$ cat src/rtl/mdio_receiver.sv
// MDIO management-frame target: decodes 32-bit clause-22 frames sampled on mdc
// rising edges, raising register write/read strobes and returning read data.
module mdio_receiver #(
   parameter logic [4:0] PHY_ADDR = 5'h01
) (
   input  logic        clk,
   input  logic        reset,
   input  logic        mdc,
   input  logic        mdio_out,
   input  logic        mdio_oe,
   output logic        mdio_in,
   output logic [4:0]  addr,
   output logic [15:0] wr_data,
   output logic        wr_stb,
   output logic        rd_stb,
   input  logic [15:0] rd_data,
   output logic        mdio_done
);

   localparam int unsigned CNT_W  = 5;
   localparam int unsigned DATA_W = 16;

   typedef enum logic [2:0] {
      IDLE   = 3'd0,
      HEADER = 3'd1,
      TA     = 3'd2,
      WDATA  = 3'd3,
      RDATA  = 3'd4,
      DRAIN  = 3'd5
   } state_t;

   state_t             state, state_nxt;
   logic [CNT_W-1:0]   cnt, cnt_nxt;
   logic [DATA_W-1:0]  sh, sh_nxt;
   logic [DATA_W-1:0]  rsh, rsh_nxt;
   logic [DATA_W-1:0]  sh_in;
   logic               op_rd, op_rd_nxt;
   logic               mdc_q;
   logic               rise;
   logic               mdio_in_nxt;
   logic [4:0]         addr_nxt;
   logic [DATA_W-1:0]  wr_data_nxt;
   logic               wr_stb_nxt, rd_stb_nxt, done_nxt;

   assign rise  = mdc & ~mdc_q;
   assign sh_in = {sh[DATA_W-2:0], mdio_out};

   // State and datapath register
   always_ff @(posedge clk) begin
      if (reset) begin
         state     <= IDLE;
         cnt       <= '0;
         sh        <= '0;
         rsh       <= '0;
         op_rd     <= 1'b0;
         mdc_q     <= 1'b0;
         mdio_in   <= 1'b0;
         addr      <= '0;
         wr_data   <= '0;
         wr_stb    <= 1'b0;
         rd_stb    <= 1'b0;
         mdio_done <= 1'b0;
      end else begin
         state     <= state_nxt;
         cnt       <= cnt_nxt;
         sh        <= sh_nxt;
         rsh       <= rsh_nxt;
         op_rd     <= op_rd_nxt;
         mdc_q     <= mdc;
         mdio_in   <= mdio_in_nxt;
         addr      <= addr_nxt;
         wr_data   <= wr_data_nxt;
         wr_stb    <= wr_stb_nxt;
         rd_stb    <= rd_stb_nxt;
         mdio_done <= done_nxt;
      end
   end

   // Frame decode: every bit action is gated by an mdc rising edge
   always_comb begin
      state_nxt   = state;
      cnt_nxt     = cnt;
      sh_nxt      = sh;
      rsh_nxt     = rsh;
      op_rd_nxt   = op_rd;
      mdio_in_nxt = 1'b0;
      addr_nxt    = addr;
      wr_data_nxt = wr_data;
      wr_stb_nxt  = 1'b0;
      rd_stb_nxt  = 1'b0;
      done_nxt    = 1'b0;

      case (state)
         IDLE: begin
            if (rise && mdio_oe) begin
               sh_nxt    = {{(DATA_W-1){1'b0}}, mdio_out};
               cnt_nxt   = CNT_W'(1);
               state_nxt = HEADER;
            end
         end

         HEADER: begin
            if (rise) begin
               if (!mdio_oe) begin
                  cnt_nxt   = '0;
                  state_nxt = IDLE;
               end else begin
                  sh_nxt  = sh_in;
                  cnt_nxt = cnt + CNT_W'(1);
                  if (cnt == CNT_W'(3)) begin
                     // sh_in[3:2] = ST, sh_in[1:0] = OP
                     if (sh_in[3:2] != 2'b01 ||
                         (sh_in[1:0] != 2'b01 && sh_in[1:0] != 2'b10))
                        state_nxt = DRAIN;
                  end else if (cnt == CNT_W'(13)) begin
                     if (sh_in[9:5] != PHY_ADDR) begin
                        state_nxt = DRAIN;
                     end else begin
                        addr_nxt   = sh_in[4:0];
                        op_rd_nxt  = (sh_in[11:10] == 2'b10);
                        rd_stb_nxt = (sh_in[11:10] == 2'b10);
                        state_nxt  = TA;
                     end
                  end
               end
            end
         end

         TA: begin
            if (rise) begin
               cnt_nxt = cnt + CNT_W'(1);
               if (cnt == CNT_W'(15)) begin
                  if (op_rd) begin
                     rsh_nxt     = rd_data;
                     mdio_in_nxt = rd_data[DATA_W-1];
                     state_nxt   = RDATA;
                  end else begin
                     state_nxt = WDATA;
                  end
               end
            end
         end

         WDATA: begin
            if (rise) begin
               if (!mdio_oe) begin
                  cnt_nxt   = '0;
                  state_nxt = IDLE;
               end else if (cnt == CNT_W'(31)) begin
                  wr_data_nxt = sh_in;
                  wr_stb_nxt  = 1'b1;
                  done_nxt    = 1'b1;
                  cnt_nxt     = '0;
                  state_nxt   = IDLE;
               end else begin
                  sh_nxt  = sh_in;
                  cnt_nxt = cnt + CNT_W'(1);
               end
            end
         end

         RDATA: begin
            mdio_in_nxt = mdio_in;
            if (rise) begin
               if (cnt == CNT_W'(31)) begin
                  mdio_in_nxt = 1'b0;
                  done_nxt    = 1'b1;
                  cnt_nxt     = '0;
                  state_nxt   = IDLE;
               end else begin
                  rsh_nxt     = {rsh[DATA_W-2:0], 1'b0};
                  mdio_in_nxt = rsh[DATA_W-2];
                  cnt_nxt     = cnt + CNT_W'(1);
               end
            end
         end

         DRAIN: begin
            if (rise && !mdio_oe) begin
               cnt_nxt   = '0;
               state_nxt = IDLE;
            end
         end

         default: begin
            cnt_nxt   = '0;
            state_nxt = IDLE;
         end
      endcase
   end

endmodule
$ cat config.mk
export PLATFORM = sky130hd
export DESIGN_NAME = mdio_receiver
export DESIGN_NICKNAME = d
export VERILOG_FILES = /design/src/rtl/mdio_receiver.sv
export SDC_FILE = /design/constraint.sdc
export NUM_CORES = 1
export LEC_CHECK = 0
export CAP_MARGIN = 20
export CORE_MARGIN = 2
export CORE_UTILIZATION = 30
export CTS_BUF_LIST = sky130_fd_sc_hd__clkbuf_8 sky130_fd_sc_hd__clkbuf_16
export DETAILED_ROUTE_END_ITERATION = 8
export GPL_TIMING_DRIVEN = 0
export PLACE_DENSITY = 0.58
export SYNTH_ARGS = -nofsm -noshare
export SYNTH_HDL_FRONTEND = slang
export SYNTH_SLANG_ARGS = --single-unit
$ cat constraint.sdc
create_clock -name clk -period 3.1 [get_ports clk]
set_clock_uncertainty 0.2 [all_clocks]
set_input_delay 0.31 -clock clk [delete_from_list [all_inputs] [get_ports clk]]
set_output_delay 0.31 -clock clk [all_outputs]
set_load 0.02 [all_outputs]
==> impl_metrics.env, run 1 <==
export IMPL_slew_violations=0
export IMPL_finalSetupTns_ps=0
export IMPL_num_vias=2482
export IMPL_drt_initial_drc_count=97
export IMPL_ctsHoldBuffers=0
export IMPL_post_route_util=0.3950
export IMPL_cp_start_kind="flip-flop"
export IMPL_worst_pin_slew_ps=576.6
export IMPL_status="finished, final reports clean"
export IMPL_relSlewSlack=0.6126
export IMPL_synthTopCellsByCount="65 x dfxtp_1, 47 x nor2_1, 39 x mux2i_1"
export IMPL_min_delay_start="mdio_oe"
export IMPL_syn_nets=350
export IMPL_antenna_cells=0
export IMPL_final_cells=517
export IMPL_endpoint_kind="flip-flop"
export IMPL_grt_pass1_vias=2431
export IMPL_track_usage=0.1351
export IMPL_synth_area_sq_um=3013
export IMPL_io_pins=46
export IMPL_yosys_area_top_type="dfxtp_1"
export IMPL_synth_seq_cells=65
export IMPL_reg2reg_depth=8
export IMPL_syn_avg_cell_area_sq_um=9.299
export IMPL_yosysTopAreaCellShare=0.4319
export IMPL_root_buffer="clkbuf_8"
export IMPL_nNetsFinal=405
export IMPL_grt_ovfl_total=0
export IMPL_die_w_um=104.2
export IMPL_synth_area_top_cells="dfxtp_1 43%, mux2i_1 13%, nor2_1 5.9%"
export IMPL_r2r_end="sh[11]$_SDFFE_PP0P_"
export IMPL_yosysWarnings=0
export IMPL_drive_above_1_share=0.1068
export IMPL_setup_viol=0
export IMPL_cts_sinks=65
export IMPL_power_leakage_nw=1.310
export IMPL_rows=36
export IMPL_htreeDepth=3
export IMPL_grt_max_degree=13
export IMPL_hold_path_class="input port to flip-flop"
export IMPL_wire_per_inst_um=13.81
export IMPL_required_ps=3170
export IMPL_crit_type="flip-flop to flip-flop"
export IMPL_drtAntennaViolNets=0
export IMPL_maxCapViolCount=0
export IMPL_cts_resized_gates=0
export IMPL_crit_fanout=10
export IMPL_worstHoldPathCells=3
export IMPL_rsz0062_at_grt="no"
export IMPL_cts_tree="yes"
export IMPL_drc=0
export IMPL_reg2reg_from="cnt[0]$_SDFFE_PP0P_"
export IMPL_initial_core_util=0.3082
export IMPL_synth_seq_area_share=0.4319
export IMPL_hold_viol_final=0
export IMPL_post_cts_buffers=0
export IMPL_first_pass_iters=4
export IMPL_coreArea_sq_um=9774
export IMPL_vdd_drop_max_v=0.0002358
export IMPL_port_buffer_count=44
export IMPL_p_per_area_nw_per_um2=481.9
export IMPL_cp_data_arrival_time_ps=2680
export IMPL_antenna_found_initial=0
export IMPL_numCtsBuffers=9
export IMPL_timing_fmax_mhz=384.1
export IMPL_die_y_um=104.2
export IMPL_clk_pin_slew_worst_paths_ps=70
export IMPL_via_per_inst=4.801
export IMPL_critPathLaunch="cnt[0]$_SDFFE_PP0P_"
export IMPL_ys_types=50
export IMPL_grt_pass1_wl_um=11770
export IMPL_globalplace_congestion=0.8461
export IMPL_wl_um=7138
export IMPL_place_hpwl_um=5136
export IMPL_place_inst=501
export IMPL_min_to="wr_stb$_SDFF_PP0_"
export IMPL_die_area_sq_um=10860
export IMPL_fin_crit_sh=0.8399
export IMPL_synth_flop_cell="dfxtp_1"
export IMPL_synth_edf_count=0
export IMPL_netlist_instances=324
export IMPL_clock_latency_ps=350
export IMPL_area_growth_syn_to_layout_pct=28.16
export IMPL_yosysMostFrequentCell="dfxtp_1"
export IMPL_period_minus_slack_ps=2604
export IMPL_clockBufferDepth=2
export IMPL_async_reset_ff_frac=0
export IMPL_regToRegSetupSlack_ps=500
## per-layer routing
metal / track usage / up-vias / wire, um
met1: 0.1790 / 1165 / 3522
met4: 0.04923 / 0 / 129
li1: - / 1262 / -
met5: 0 / - / 0
met2: 0.2152 / 44 / 3261
met3: 0.03070 / 11 / 225
## cells in the final DEF (no fill, tap or decap), types with 5 or more instances in the layout
master,synthesis,final
buf_2,5,5
a21oi_1,24,24
a211oi_2,7,7
nor2b_1,5,5
clkbuf_8,0,9
inv_1,7,7
clkdlybuf4s50_1,0,44
nand2b_1,9,9
and3_1,7,7
dfxtp_1,65,65
o21ai_0,5,5
clkbuf_1,11,11
nor2_1,47,47
nand2_1,16,16
a211oi_1,10,10
nand3_1,12,12
mux2i_1,39,39
ha_1,5,5
## worst max path at each step
stage,end
final,sh[11]$_SDFFE_PP0P_
after global routing,sh[11]$_SDFFE_PP0P_
after CTS,sh[9]$_SDFFE_PP0P_
after detailed placement,state[1]$_SDFFE_PP0P_
after global placement,state[1]$_SDFFE_PP0P_
after floorplan,sh[9]$_SDFFE_PP0P_
## area by class of cell
type | count | area, sq um
Fill cell | 1001 | 5913
Multi-Input combinational cell | 230 | 1569
Sequential cell | 65 | 1301
Timing Repair Buffer | 44 | 440.4
Tap cell | 133 | 166.4
Clock buffer | 9 | 123.9
Clock inverter | 7 | 117.6
Buffer | 22 | 116.4
Inverter | 7 | 26.28
## cell families after synthesis
kind of cell,synth area share
compound gates,0.1491
simple gates,0.2147
buf+inv,0.04734
xor+xnor,0.002908
mux,0.1333
fa+ha+maj,0.02076
flops,0.4319
## worst max-delay path: stages, from the launching register on
cell and delay [ps]:
dfxtp_1 380, ha_1 270, and3_1 230, ha_1 270, nand2b_1 200, a211oi_2 430, buf_2 300, nand3_1 100
a21oi_1 160
## where the power goes
part / switching, W / internal (W)
Combinational: 0.0000777 / 0.0000560
Clock: 0.000347 / 0.000535
Sequential: 0.00000489 / 0.000840
Total: 0.000429 / 0.00143
## registers in the layout, indices dropped and copies added, names as in the netlist
signal     cells
sh            15
mdio_done      1
rd_stb         1
addr           5
cnt            5
mdc_q          1
op_rd          1
state          3
mdio_in        1
wr_stb         1
rsh           15
wr_data       16
## per-stage QoR
step / setup WS [ps] / total power, W / hold WS (ps) / area [sq um]
finish: 496.4 / 0.001861 / 239.2 / 3861
global route: 341.3 / 0.001917 / 271.6 / 3861
CTS: 515.0 / 0.001876 / 230.0 / 3861
detailed placement: 470.6 / 0.0009981 / 253.0 / 3620
global placement: 438.2 / 0.0009976 / 253.6 / 3620
floorplan: 861.5 / 0.0009457 / 231.6 / 3013
Note: power is estimated with default switching activity, not from simulation.
==> run 2, diff against run 1 <==
Clock period 3.1 ns to 2.5 ns, I/O delays scaled along.
==> run 2 against run 1 <==
  * Global-route usage rose by 0.17 points
  * Sequential power rose by 24%
  * Non-clock buffer count rose by 4
  * Cell count rose by 0.77%
  * Worst setup slack got worse by 370 ps
  * Die area did not move
  * Clock power rose by 25%
  * Combinational power rose by 31%
  * Sequential cell count did not move
  * Hold slack got worse by 59 ps
  * First-iteration DRC count fell by 14%
  * Critical path type unchanged
  * Critical endpoint is now cnt[3]$_SDFFE_PP0P_
  * Largest cell class unchanged
==> impl_metrics.env, run 2 (synthesis results as in run 1) <==
export IMPL_clock_latency_ps=350
export IMPL_reg2reg_depth=8
export IMPL_wl_um=7326
export IMPL_root_buffer="clkbuf_8"
export IMPL_antenna_cells=0
export IMPL_slew_violations=0
export IMPL_die_area_sq_um=10860
export IMPL_drc=0
export IMPL_rows=36
export IMPL_hold_viol_final=0
export IMPL_io_pins=46
export IMPL_area_growth_syn_to_layout_pct=30.77
export IMPL_coreArea_sq_um=9774
export IMPL_top_regs="wr_data: 16 flops, rsh: 15 flops, sh: 15 flops"
export IMPL_finalSetupTns_ps=0
export IMPL_grt_ovfl_total=0
export IMPL_largest_register="wr_data"
export IMPL_drtAntennaViolNets=0
export IMPL_layout_cells_most_common="dfxtp_1"
export IMPL_initial_core_util=0.3082
export IMPL_drt_initial_drc_count=83
export IMPL_num_vias=2532
export IMPL_maxCapViolCount=0
export IMPL_rsz0062_at_grt="no"
export IMPL_dp_slack_ps=-69.40
export IMPL_cts_sinks=65
export IMPL_r2r_end="cnt[3]$_SDFFE_PP0P_"
export IMPL_die_y_um=104.2
export IMPL_track_usage=0.1369
export IMPL_first_pass_iters=4
export IMPL_fin_crit_sh=0.9478
export IMPL_ctsHoldBuffers=0
export IMPL_final_cell_mix="64 x dfxtp_1, 47 x nor2_1, 44 x clkdlybuf4s50_1"
export IMPL_vdd_drop_max_v=0.0002932
export IMPL_via_per_inst=4.860
export IMPL_crit_type="flip-flop to flip-flop"
export IMPL_numCtsBuffers=9
export IMPL_setup_viol=0
export IMPL_regToRegSetupSlack_ps=130
export IMPL_clockBufferDepth=2
export IMPL_wire_per_inst_um=14.06
export IMPL_cp_data_arrival_time_ps=2410
export IMPL_critPathLaunch="cnt[0]$_SDFFE_PP0P_"
export IMPL_status="finished, final reports clean"
export IMPL_place_inst=501
export IMPL_worst_pin_slew_ps=589.6
export IMPL_port_buffer_count=44
export IMPL_final_cells=521
export IMPL_grt_max_degree=13
export IMPL_nFillCells=992
export IMPL_nNetsFinal=409
export IMPL_p_per_area_nw_per_um2=588.7
export IMPL_die_w_um=104.2
export IMPL_place_hpwl_um=5136
export IMPL_globalplace_congestion=0.8461
export IMPL_drive_above_1_share=0.1289
export IMPL_clk_pin_slew_worst_paths_ps=70
export IMPL_antenna_found_initial=0
export IMPL_crit_fanout=6
export IMPL_hold_worst_slack_ps=180.4
export IMPL_endpoint_kind="flip-flop"
export IMPL_timing_fmax_mhz=422.0
export IMPL_power_leakage_nw=1.341
export IMPL_post_route_util=0.4031
export IMPL_largest_reg_flops=16
export IMPL_period_minus_slack_ps=2369
export IMPL_crit_end="cnt[3]$_SDFFE_PP0P_"
export IMPL_grt_pass1_wl_um=11920
export IMPL_grt_pass1_vias=2449
export IMPL_relSlewSlack=0.6039
export IMPL_htreeDepth=3
export IMPL_cp_start_kind="flip-flop"
export IMPL_hold_path_class="input port to flip-flop"
export IMPL_cts_tree="yes"
export IMPL_reg2reg_from="cnt[0]$_SDFFE_PP0P_"
export IMPL_fin_ws_ps=130.6
export IMPL_required_ps=2540
run 2: changes by cell type in the layout (fill, tap and decap cells not counted), sizes merged:
cell    change
clkbuf      -1
buf         +5
run 2: area by class of cell:
class / count / area (sq um) / area share
Multi-Input combinational cell: 230 / 1608 / 0.4081
Sequential cell: 65 / 1303 / 0.3306
Timing Repair Buffer: 49 / 478.0 / 0.1213
Tap cell: 133 / 166.4 / 0.04224
Clock buffer: 9 / 123.9 / 0.03144
Clock inverter: 7 / 117.6 / 0.02985
Buffer: 21 / 117.6 / 0.02985
Inverter: 7 / 26.28 / 0.006669
run 2: where the power goes:
group          total, W  internal (W)  switching (W)
combinational  0.000176     0.0000750       0.000101
clock           0.00110      0.000664       0.000431
sequential      0.00105       0.00104     0.00000619
run 2: worst min path at each step:
stage | cells past startpoint | end | start | slack [ps]
2_1_floorplan | 1 | mdc_q$_SDFF_PP0_ | mdc | 180
3_3_place_gp | 2 | sh[14]$_SDFFE_PP0P_ | sh[14]$_SDFFE_PP0P_ | 250
3_5_place_dp | 2 | sh[14]$_SDFFE_PP0P_ | sh[14]$_SDFFE_PP0P_ | 250
4_1_cts | 3 | wr_stb$_SDFF_PP0_ | mdio_oe | 170
5_1_grt | 3 | wr_stb$_SDFF_PP0_ | mdio_oe | 220
6_report | 3 | wr_stb$_SDFF_PP0_ | mdio_oe | 180
run 2: worst max-delay path: stages, from the launching register on:
cell	delay (ps)
dfxtp_2	390
ha_1	230
and3_1	230
ha_1	330
nand2_1	150
a311o_1	370
nand3_1	90
o21ai_0	80
a21o_1	200
run 2: per-layer routing:
layer | global-route usage | share of wire | wire length [um] | vias to the layer above
met4 | 0.04923 | 0.016 | 114 | 0
met3 | 0.03070 | 0.035 | 260 | 9
met1 | 0.1807 | 0.48 | 3545 | 1194
met2 | 0.2195 | 0.46 | 3406 | 57
li1 | - | - | - | 1272
met5 | 0 | 0 | 0 | -
run 2: through the flow:
step	total power [W]	area, sq um
2_1_floorplan	0.001173	3013
3_3_place_gp	0.001237	3620
3_5_place_dp	0.001238	3620
4_1_cts	0.002332	3896
5_1_grt	0.002389	3940
6_report	0.002320	3940
run 2: repair_timing:
item                       4_1_cts  5_1_grt
setup endpoints to repair       14       36
pin swaps                        2        2
hold endpoints to repair         0        0
gates resized for setup          5        5
setup buffers                    1        4
==> RTL change, RTL diff (settings of run 1) <==
Set the localparam `CNT_W` to 10 (it was 5).
--- a/src/rtl/mdio_receiver.sv
+++ b/src/rtl/mdio_receiver.sv
@@ -17,7 +17,7 @@
    output logic        mdio_done
 );
 
-   localparam int unsigned CNT_W  = 5;
+   localparam int unsigned CNT_W  = 10;
    localparam int unsigned DATA_W = 16;
 
    typedef enum logic [2:0] {
Formal check against the unedited RTL: no difference found for any inputs over 4 cycles, from zero or initial values and one cycle with reset high; that may be too few to reach the edited logic, so the function may still have changed.
==> RTL change against run 1 <==
- sequential share of layout area increased by 0.66 points
- total power down 1.7%
- largest power group is now sequential cells
- count of clock-buffer cells in the layout unchanged
- synthesized area grew 7.7%
- worst setup slack lost 0.27 ns
- non-clock buffer count is 3 higher
- cell area increased by 5.6%
- critical path type unchanged
- die area grew 7.4%
- sequential cell count is 5 higher
- wire length increased by 10%
==> RTL change: results (changes against run 1) <==
### Outcome
• status: finished, final reports clean, unchanged

### Cells and area
• number of nets in the layout: 465, was 405
• number of inserted filler cells in the final layout: 1089, was 1001
• Area Overhead vs Synth: 25.7%, was 28.2%
• fraction of layout cells with a size suffix above 1: 10.1%, was 10.7%

### Place
• Cell Area, Placed: 3850 um2, was 3620 um2
• Post-Place Setup Slack: -0.00465 ns, was 0.471 ns
• final HPWL from detailed placement: 5610 um, was 5140 um
• cell total after placement: 567, was 501

### Setup path
• FF-to-FF path depth: 6, was 8
• Max stage delay cell, worst path: nor4bb_1, was a211oi_2
• signal arrival time at the worst endpoint: 2.89 ns, was 2.68 ns
• cell family with most CP delay: simple AND/OR/NAND/NOR gates, was compound AO/OA/AOI/OAI gates
• worst-case register-to-register setup slack: 0.22 ns, was 0.50 ns
• capture point of the critical path: addr[4], was sh[11]
• first element of the critical path: state[0], was cnt[0]

### Global routing
• pin count of the biggest net entering global routing: 14, was 13
• number of global-route vias before repair: 2735, was 2431
• met3 routing resource usage after global routing: 3.44%, was 3.07%
• first-pass GRT wire length: 13500 um, was 11800 um
• total routing usage reported by global routing: 14.6%, was 13.5%

### Synth
• share of synthesized cell area in full adder, half adder and majority cells: 0.771%, was 2.08%
• sequential share of the synthesized area: 43.2%, about the same
• post-synthesis mux area share: 3.74%, was 13.3%
• most instantiated cells after synthesis: 70 x dfxtp_1, 70 x nand2_1, 38 x nor2_1, 25 x a21oi_1, 21 x o21ai_0, was 65 x dfxtp_1, 47 x nor2_1, 39 x mux2i_1, 24 x a21oi_1, 16 x nand2_1
• number of nets produced by synthesis: 410, was 350
• compound-cell area share of the yosys netlist: 17.2%, was 14.9%
• per-instance average area after synthesis: 8.38 um2, was 9.30 um2
• XOR/XNOR Fraction of Synth Area: 2.16%, was 0.291%

### Power and ir drop
• maximum vdd drop: 0.000207 V, was 0.000236 V

### Routing
• Routed wire per std cell: 13.5 um, was 13.8 um
• via density per instance: 4.95, was 4.80
• Detailed Route Iter0 Violations: 210, was 97

### Min path
• destination of the worst hold path: wr_data[12], was wr_stb

### Timing
• slew at the pin with the worst max-slew slack: 1.15 ns, was 0.577 ns
• Hold Worst Slack: 0.250 ns, was 0.239 ns
• setup slack of the critical path after layout: 0.225 ns, was 0.496 ns

-- RTL change: changes by cell type in the layout (fill, tap and decap cells not counted), moves of 9 or more --
cell / delta
a311oi_2: +14
nand2b_1: +10
nand2_1: +54
a211oi_1: -9
o21ai_0: +16
mux2i_1: -28
nor2_1: -9
-- RTL change: final cells by class --
| type | instances | share of cell area (%) |
|---|---|---|
| multi-input combinational | 287 | 42.0 |
| sequential | 70 | 34.4 |
| timing repair buffer | 44 | 10.8 |
| tap | 136 | 4.17 |
| clock buffer | 9 | 3.04 |
| buffer | 25 | 2.79 |
| clock inverter | 7 | 2.39 |
| inverter | 5 | 0.460 |
-- RTL change: metal layers --
layer	wire [um]	share of wire [%]	vias to the layer above
li1	-	-	1464
met1	3700	47	1334
met2	3620	46	74
met3	398	5.1	13
met4	155	2.0	0
met5	0	0	-
-- RTL change: where the power goes --
part | internal (W) | switching (W) | leakage [nW]
combinational | 0.0000432 | 0.0000569 | 0.630
sequential | 0.000902 | 0.00000473 | 0.564
clock | 0.000455 | 0.000367 | 0.106
